==> config.mk <==
export PLATFORM = sky130hd
export DESIGN_NAME = predicate_tracker
export DESIGN_NICKNAME = d
export VERILOG_FILES = /design/src/rtl/predicate_tracker_pkg.sv /design/src/rtl/predicate_tracker_entry.sv /design/src/rtl/predicate_tracker.sv
export SDC_FILE = /design/constraint.sdc
export NUM_CORES = 1
export LEC_CHECK = 0
export CAP_MARGIN = 20
export CORE_UTILIZATION = 30
export CTS_CLUSTER_SIZE = 30
export DETAILED_ROUTE_END_ITERATION = 10
export SETUP_SLACK_MARGIN = 0.2
export SLEW_MARGIN = 20
export SYNTH_ARGS = -nofsm -noshare
export SYNTH_HDL_FRONTEND = slang
export SYNTH_HIERARCHICAL = 1
export SYNTH_SLANG_ARGS = --single-unit
==> constraint.sdc <==
create_clock -name clk -period 3.7 [get_ports clk]
set_clock_uncertainty 0.2 [all_clocks]
set_input_delay 0.37 -clock clk [delete_from_list [all_inputs] [get_ports clk]]
set_output_delay 0.37 -clock clk [all_outputs]
set_load 0.02 [all_outputs]
==> src/rtl/predicate_tracker_pkg.sv <==
// Shared types for the reservation-station predicate tracker.
// Entry lifecycle: EMPTY -> WAIT/READY on cfg, WAIT -> READY/SQUASH on operand arrival.
package predicate_tracker_pkg;

  typedef enum logic [1:0] {
    EMPTY  = 2'd0,
    WAIT   = 2'd1,
    READY  = 2'd2,
    SQUASH = 2'd3
  } pred_state_t;

  // A null token always fails the predicate; otherwise the operand must equal the polarity.
  function automatic pred_state_t pred_resolve(input logic pol, input logic is_null,
                                               input logic bit0);
    pred_resolve = (!is_null && (bit0 == pol)) ? READY : SQUASH;
  endfunction

endpackage

==> src/rtl/predicate_tracker_entry.sv <==
// One tracked reservation-station entry: state register, stored polarity and
// its next-state rule; the current state is exposed for error checking.
module predicate_tracker_entry
  import predicate_tracker_pkg::*;
(
  input  logic        clk,
  input  logic        rst_n,
  input  logic        flush,
  input  logic        cfg_hit,
  input  logic        cfg_pred_en,
  input  logic        cfg_pred_true,
  input  logic        op_hit,
  input  logic        op_null,
  input  logic        op_bit,
  input  logic        issue_hit,
  input  logic        squash_acc,
  output pred_state_t state,
  output logic        ready,
  output logic        squash_pend
);

  pred_state_t state_q, state_d;
  logic        pol_q, pol_d;

  always_ff @(posedge clk or negedge rst_n) begin
    if (!rst_n) begin
      state_q <= EMPTY;
      pol_q   <= 1'b0;
    end else begin
      state_q <= state_d;
      pol_q   <= pol_d;
    end
  end

  // Priority: flush > cfg > operand arrival > issue / squash accept.
  always_comb begin
    state_d = state_q;
    pol_d   = pol_q;
    if (flush) begin
      state_d = EMPTY;
    end else if (cfg_hit) begin
      state_d = cfg_pred_en ? WAIT : READY;
      pol_d   = cfg_pred_true;
    end else if (op_hit && (state_q == WAIT)) begin
      state_d = pred_resolve(pol_q, op_null, op_bit);
    end else if ((issue_hit && (state_q == READY)) ||
                 (squash_acc && (state_q == SQUASH))) begin
      state_d = EMPTY;
    end
  end

  always_comb begin
    state       = state_q;
    ready       = (state_q == READY);
    squash_pend = (state_q == SQUASH);
  end

endmodule

==> src/rtl/predicate_tracker.sv <==
// Multi-entry predicate tracker: operand port arbitration, per-entry state,
// lowest-index squash queue (valid/ready) and registered dup_err pulse.
module predicate_tracker
  import predicate_tracker_pkg::*;
#(
  parameter int NUM_ENTRIES = 8,
  parameter int NUM_PORTS   = 2,
  parameter int DATA_W      = 32,
  parameter int IDX_W       = $clog2(NUM_ENTRIES)
) (
  input  logic                        clk,
  input  logic                        rst_n,
  input  logic                        flush,
  input  logic                        cfg_valid,
  input  logic [IDX_W-1:0]            cfg_idx,
  input  logic                        cfg_pred_en,
  input  logic                        cfg_pred_true,
  input  logic [NUM_PORTS-1:0]        op_valid,
  input  logic [NUM_PORTS*IDX_W-1:0]  op_idx,
  input  logic [NUM_PORTS*DATA_W-1:0] op_data,
  input  logic [NUM_PORTS-1:0]        op_null,
  input  logic                        issue_done_valid,
  input  logic [IDX_W-1:0]            issue_done_idx,
  output logic [NUM_ENTRIES-1:0]      pred_ok,
  output logic                        squash_valid,
  output logic [IDX_W-1:0]            squash_idx,
  input  logic                        squash_ready,
  output logic                        dup_err
);

  // Squash handshake: squash_idx is offered while squash_valid=1 and retires
  // exactly on the cycle where squash_valid & squash_ready are both high.

  pred_state_t              entry_state [NUM_ENTRIES];
  logic [NUM_ENTRIES-1:0]   squash_pend;
  logic [NUM_PORTS-1:0]     port_win;
  logic [NUM_ENTRIES-1:0]   cfg_hit, op_hit, op_null_e, op_bit_e, issue_hit, squash_acc;
  logic                     err_d;
  logic                     unused_op_data;

  assign unused_op_data = ^op_data;

  // The lowest port wins when several ports target one entry in a cycle.
  always_comb begin
    port_win = op_valid;
    for (int p = 1; p < NUM_PORTS; p++) begin
      for (int q = 0; q < p; q++) begin
        if (op_valid[q] && (op_idx[q*IDX_W +: IDX_W] == op_idx[p*IDX_W +: IDX_W]))
          port_win[p] = 1'b0;
      end
    end
  end

  always_comb begin
    cfg_hit    = '0;
    op_hit     = '0;
    op_null_e  = '0;
    op_bit_e   = '0;
    issue_hit  = '0;
    squash_acc = '0;
    for (int e = 0; e < NUM_ENTRIES; e++) begin
      cfg_hit[e]    = cfg_valid && (cfg_idx == IDX_W'(e));
      issue_hit[e]  = issue_done_valid && (issue_done_idx == IDX_W'(e));
      squash_acc[e] = squash_valid && squash_ready && (squash_idx == IDX_W'(e));
      for (int p = 0; p < NUM_PORTS; p++) begin
        if (port_win[p] && (op_idx[p*IDX_W +: IDX_W] == IDX_W'(e))) begin
          op_hit[e]    = 1'b1;
          op_null_e[e] = op_null[p];
          op_bit_e[e]  = op_data[p*DATA_W];
        end
      end
    end
  end

  for (genvar e = 0; e < NUM_ENTRIES; e++) begin : g_entry
    predicate_tracker_entry u_entry (
      .clk           (clk),
      .rst_n         (rst_n),
      .flush         (flush),
      .cfg_hit       (cfg_hit[e]),
      .cfg_pred_en   (cfg_pred_en),
      .cfg_pred_true (cfg_pred_true),
      .op_hit        (op_hit[e]),
      .op_null       (op_null_e[e]),
      .op_bit        (op_bit_e[e]),
      .issue_hit     (issue_hit[e]),
      .squash_acc    (squash_acc[e]),
      .state         (entry_state[e]),
      .ready         (pred_ok[e]),
      .squash_pend   (squash_pend[e])
    );
  end

  always_comb begin
    squash_valid = 1'b0;
    squash_idx   = '0;
    for (int e = NUM_ENTRIES - 1; e >= 0; e--) begin
      if (squash_pend[e]) begin
        squash_valid = 1'b1;
        squash_idx   = IDX_W'(e);
      end
    end
  end

  // An arrival losing arbitration, hitting a non-WAIT entry, or colliding with
  // a same-cycle cfg is an error, as is issuing an entry that is not READY.
  always_comb begin
    err_d = 1'b0;
    for (int p = 0; p < NUM_PORTS; p++) begin
      if (op_valid[p]) begin
        if (!port_win[p])
          err_d = 1'b1;
        else if ((entry_state[op_idx[p*IDX_W +: IDX_W]] != WAIT) ||
                 (cfg_valid && (cfg_idx == op_idx[p*IDX_W +: IDX_W])))
          err_d = 1'b1;
      end
    end
    if (issue_done_valid && (entry_state[issue_done_idx] != READY))
      err_d = 1'b1;
  end

  always_ff @(posedge clk or negedge rst_n) begin
    if (!rst_n) dup_err <= 1'b0;
    else        dup_err <= err_d && !flush;
  end

endmodule

==> results.rst <==
.. list-table::
   :header-rows: 1

   * - Metric
     - Value
   * - Number of nets in the synthesized netlist
     - between 400 and 500
   * - Share of async-settable or async-resettable flops after synthesis
     - 1.00
   * - Cell chain of the critical path
     - and2_1, nor2_1, a21boi_1, clkdlybuf4s50_1
   * - Post-detailed-route count of antenna-violating nets
     - 0
   * - Global route total overflow
     - 0
   * - Worst EP required
     - 3.13 ns
   * - Post-route DRC
     - 0
   * - Critical-path cell with the highest stage delay
     - sky130_fd_sc_hd__clkdlybuf4s50_1
   * - Overall track demand over capacity in global routing
     - 0.187
   * - Hold violation total from the final report
     - 0
   * - Biggest cell delay along the critical path
     - roughly 0.69 ns
   * - Number of levels in the clock H-tree
     - 1
   * - Leakage
     - 1.19 nW
   * - Final WL
     - between 8000 and 9000 um
   * - Pin count of the biggest net entering global routing
     - 34
   * - Rows
     - 33
   * - DP Wirelength
     - a little over 6000 um
   * - Worst hold slack
     - between 0.2 and 0.3 ns
   * - Power density of the placed cells
     - approximately 230 mW/mm^2
   * - Type of element launching the critical path
     - flop
   * - Weighted congestion at the end of routability-driven global placement
     - 0.854
   * - Total clock buffers created by CTS
     - 3
   * - Clock sink count
     - 25
   * - Synth Cell Area
     - between 0.002 and 0.003 mm^2
   * - Vias post-DR
     - around 2.6k
   * - Placement Setup Slack
     - between 0.7 and 0.8 ns
   * - Final cycle utilization of the critical path
     - 0.789
   * - Fill cell count
     - between 800 and 900
   * - Result of the run
     - finished, final reports clean
   * - Drt initial violations
     - roughly 230
   * - First-pass GRT wire length
     - approximately 13000 um
   * - Setup repair after global routing missed its margin
     - no
   * - Summed area of non-filler cells in the final layout
     - between 0.003 and 0.004 mm^2
   * - Count of max-cap constraint violations
     - 0
   * - Initial antenna violation count
     - 0
   * - Dpl cell area
     - a little over 0.003 mm^2
   * - Fraction of the yosys area taken by sequential cells
     - 0.236
   * - Final worst setup slack
     - 0.782 ns
   * - Share of cells above drive strength 1
     - 0.0539
   * - Final total negative setup slack
     - 0 ns
   * - Worst Setup End Kind
     - output pin
   * - Count of buffers inserted at the top-level ports
     - 38
   * - Max_slew headroom
     - 0.426
   * - Average via count per standard cell
     - between 5 and 6
   * - Drt wl/cell
     - roughly 17 um
   * - Average cell area after synthesis
     - between 7 and 8 um^2
   * - Die width
     - ~96 um
   * - Finish-stage setup viols
     - 0
   * - Cts hold-fix bufs
     - 0
   * - Buffer depth of the longest clock path
     - 2
   * - Post-synth top flop
     - sky130_fd_sc_hd__dfrtp_1
   * - Clock period minus final worst setup slack
     - approximately 2.9 ns
   * - NumNets Final
     - 460
   * - Category of the most critical setup path
     - reg2out
   * - Initial Util
     - 0.316
   * - Number of storage elements in the synthesis netlist
     - 25
   * - Number of slew-limit violations in the final report
     - 0
   * - 1st-pass router iterations
     - 5
   * - Cells after synthesis
     - 340
   * - Number of warnings issued by yosys
     - 6
   * - Arrival time at the worst endpoint
     - around 2.4 ns
   * - Count of instances resized after the clock tree is built
     - 0
   * - Worst-path fanout max
     - 8
   * - Clock tree from TritonCTS
     - yes
   * - Upper clock frequency limit
     - 0.343 GHz
   * - Y dimension of the die
     - between 90 and 100 um
   * - Count of different cell masters after synthesis
     - just over 50
   * - Number of enable flip-flop cells after synthesis
     - 0
   * - CTS clk-pin slew, worst paths
     - approximately 0.10 ns
   * - Total die area
     - a little over 0.009 mm^2
   * - Setup fix buffers added after clock tree synthesis
     - 0
   * - Clk Tree Root Cell
     - sky130_fd_sc_hd__clkbuf_8
   * - Layout area overhead
     - 18.7%
   * - Area of the placeable core
     - ~0.0084 mm^2
   * - Insertion delay of the later-clocked pin in the worst-skew pair
     - between 0.2 and 0.3 ns
   * - Number of top-level design ports
     - 101
   * - Largest vdd supply drop
     - around 0.0001 V
   * - Worst Tran Pin Value
     - 0.858 ns
   * - Worst min-delay path class
     - in2async
   * - Diode count
     - 0
   * - Via count of the first global-routing pass
     - around 2.6k
## metrics by stage
step            util  cells  total power [mW]
6_report       0.375    476             0.714
5_1_grt        0.375    476             0.754
4_1_cts        0.375    476             0.720
3_5_place_dp   0.370    472             0.545
3_3_place_gp   0.370    472             0.540
2_1_floorplan      -    340             0.455
## final cells by class
cell class	instances	area, um^2	share of cell area
sequential	25	626	0.199
multi-input combinational	277	1850	0.588
tap	105	131	0.0418
inverter	24	90.1	0.0287
clock buffer	4	45.0	0.0143
timing repair buffer	41	403	0.128
## power by group
group,switching [mW],internal [mW]
clock network,0.0969,0.0773
logic,0.117,0.100
registers,0.0237,0.299
## worst max-delay path, delay by kind of cell (launching register included)
family	cells	cell delay (ns)
compound gates	1	0.42
flops	1	0.48
buf+inv	1	0.69
simple gates	2	0.48
## sequential cells by signal, indices dropped and copies added, names as in the netlist
signal and cells:
g_entry.u_entry/state 16, dup_err 1, g_entry.u_entry/pol_q 8
## path summary, 6_finish.rpt
kind / cells after the start / startpoint / end / slack (ns)
max reg2reg: 7 / g_entry[0].u_entry/state[1] / g_entry[6].u_entry/state[1] / 1.16
min reg2reg: 1 / g_entry[5].u_entry/pol_q / g_entry[5].u_entry/pol_q / 0.32
max: 4 / g_entry[0].u_entry/state[1] / squash_idx[1] / 0.78
min in group clk: 1 / g_entry[5].u_entry/pol_q / g_entry[5].u_entry/pol_q / 0.32
min: 2 / rst_n / g_entry[3].u_entry/pol_q / 0.27
max in group asynchronous: 2 / rst_n / g_entry[5].u_entry/state[0] / 2.78
## layer usage
layer  GRT usage  routed length [um]  up-vias
li1            -                   -     1276
met3      0.0142                 515        7
met5           0                   0        -
met1       0.275                3960     1232
met4      0.0585                 123        0
met2       0.289                3410      100
## cells in the mapped netlist, types with 2 or more instances
cell | number | area share
sky130_fd_sc_hd__nand2b_1 | 11 | 0.026
sky130_fd_sc_hd__o22ai_1 | 12 | 0.028
sky130_fd_sc_hd__nor2_1 | 26 | 0.037
sky130_fd_sc_hd__buf_1 | 2 | 0.0028
sky130_fd_sc_hd__nor3b_1 | 15 | 0.043
sky130_fd_sc_hd__mux2_1 | 8 | 0.034
sky130_fd_sc_hd__nor4bb_1 | 2 | 0.0076
sky130_fd_sc_hd__clkbuf_1 | 3 | 0.0043
sky130_fd_sc_hd__dfrtp_1 | 25 | 0.24
sky130_fd_sc_hd__xor2_1 | 10 | 0.033
sky130_fd_sc_hd__nand3b_1 | 3 | 0.0085
sky130_fd_sc_hd__nor3_1 | 8 | 0.015
sky130_fd_sc_hd__inv_1 | 24 | 0.034
sky130_fd_sc_hd__and3b_1 | 3 | 0.0099
sky130_fd_sc_hd__a311oi_1 | 2 | 0.0066
sky130_fd_sc_hd__xnor2_2 | 2 | 0.012
sky130_fd_sc_hd__and2_1 | 9 | 0.021
sky130_fd_sc_hd__a21o_1 | 3 | 0.0085
sky130_fd_sc_hd__nor2b_1 | 20 | 0.047
sky130_fd_sc_hd__nand3_1 | 4 | 0.0076
sky130_fd_sc_hd__a21oi_1 | 9 | 0.017
sky130_fd_sc_hd__xnor2_1 | 5 | 0.017
sky130_fd_sc_hd__buf_2 | 4 | 0.0076
sky130_fd_sc_hd__and2b_1 | 16 | 0.045
sky130_fd_sc_hd__buf_6 | 2 | 0.0085
sky130_fd_sc_hd__a221oi_2 | 8 | 0.045
sky130_fd_sc_hd__o21ai_0 | 28 | 0.053
sky130_fd_sc_hd__buf_4 | 3 | 0.0085
sky130_fd_sc_hd__o311ai_0 | 2 | 0.0066
sky130_fd_sc_hd__nand2_1 | 39 | 0.055
sky130_fd_sc_hd__and3_1 | 2 | 0.0047
sky130_fd_sc_hd__o311a_1 | 4 | 0.015
sky130_fd_sc_hd__a2111o_1 | 8 | 0.034
## cell families (layout without fill, tap and decap cells)
group	Yosys count	after routing	share of synthesized area
XOR/XNOR	17	17	0.0619
AND/OR/NAND/NOR	166	166	0.356
multiplexers	8	8	0.0340
AO/OA/AOI/OAI	86	86	0.246
buffers and inverters	38	69	0.0657
flip-flops	25	25	0.236
## cell usage in the layout (no fill, tap or decap), drive strengths merged, types with 7 or more instances in the layout
cell            n
and2            9
nor2b          20
a21oi           9
nor3b          15
clkdlybuf4s50  38
a221oi          9
o22ai          12
a2111o          8
dfrtp          25
inv            24
xnor2           7
nand2          39
nor2           26
o21ai          28
nand2b         11
nor3            8
xor2           10
mux2            8
and2b          16
No activity file was read; power rests on OpenSTA's default activity.
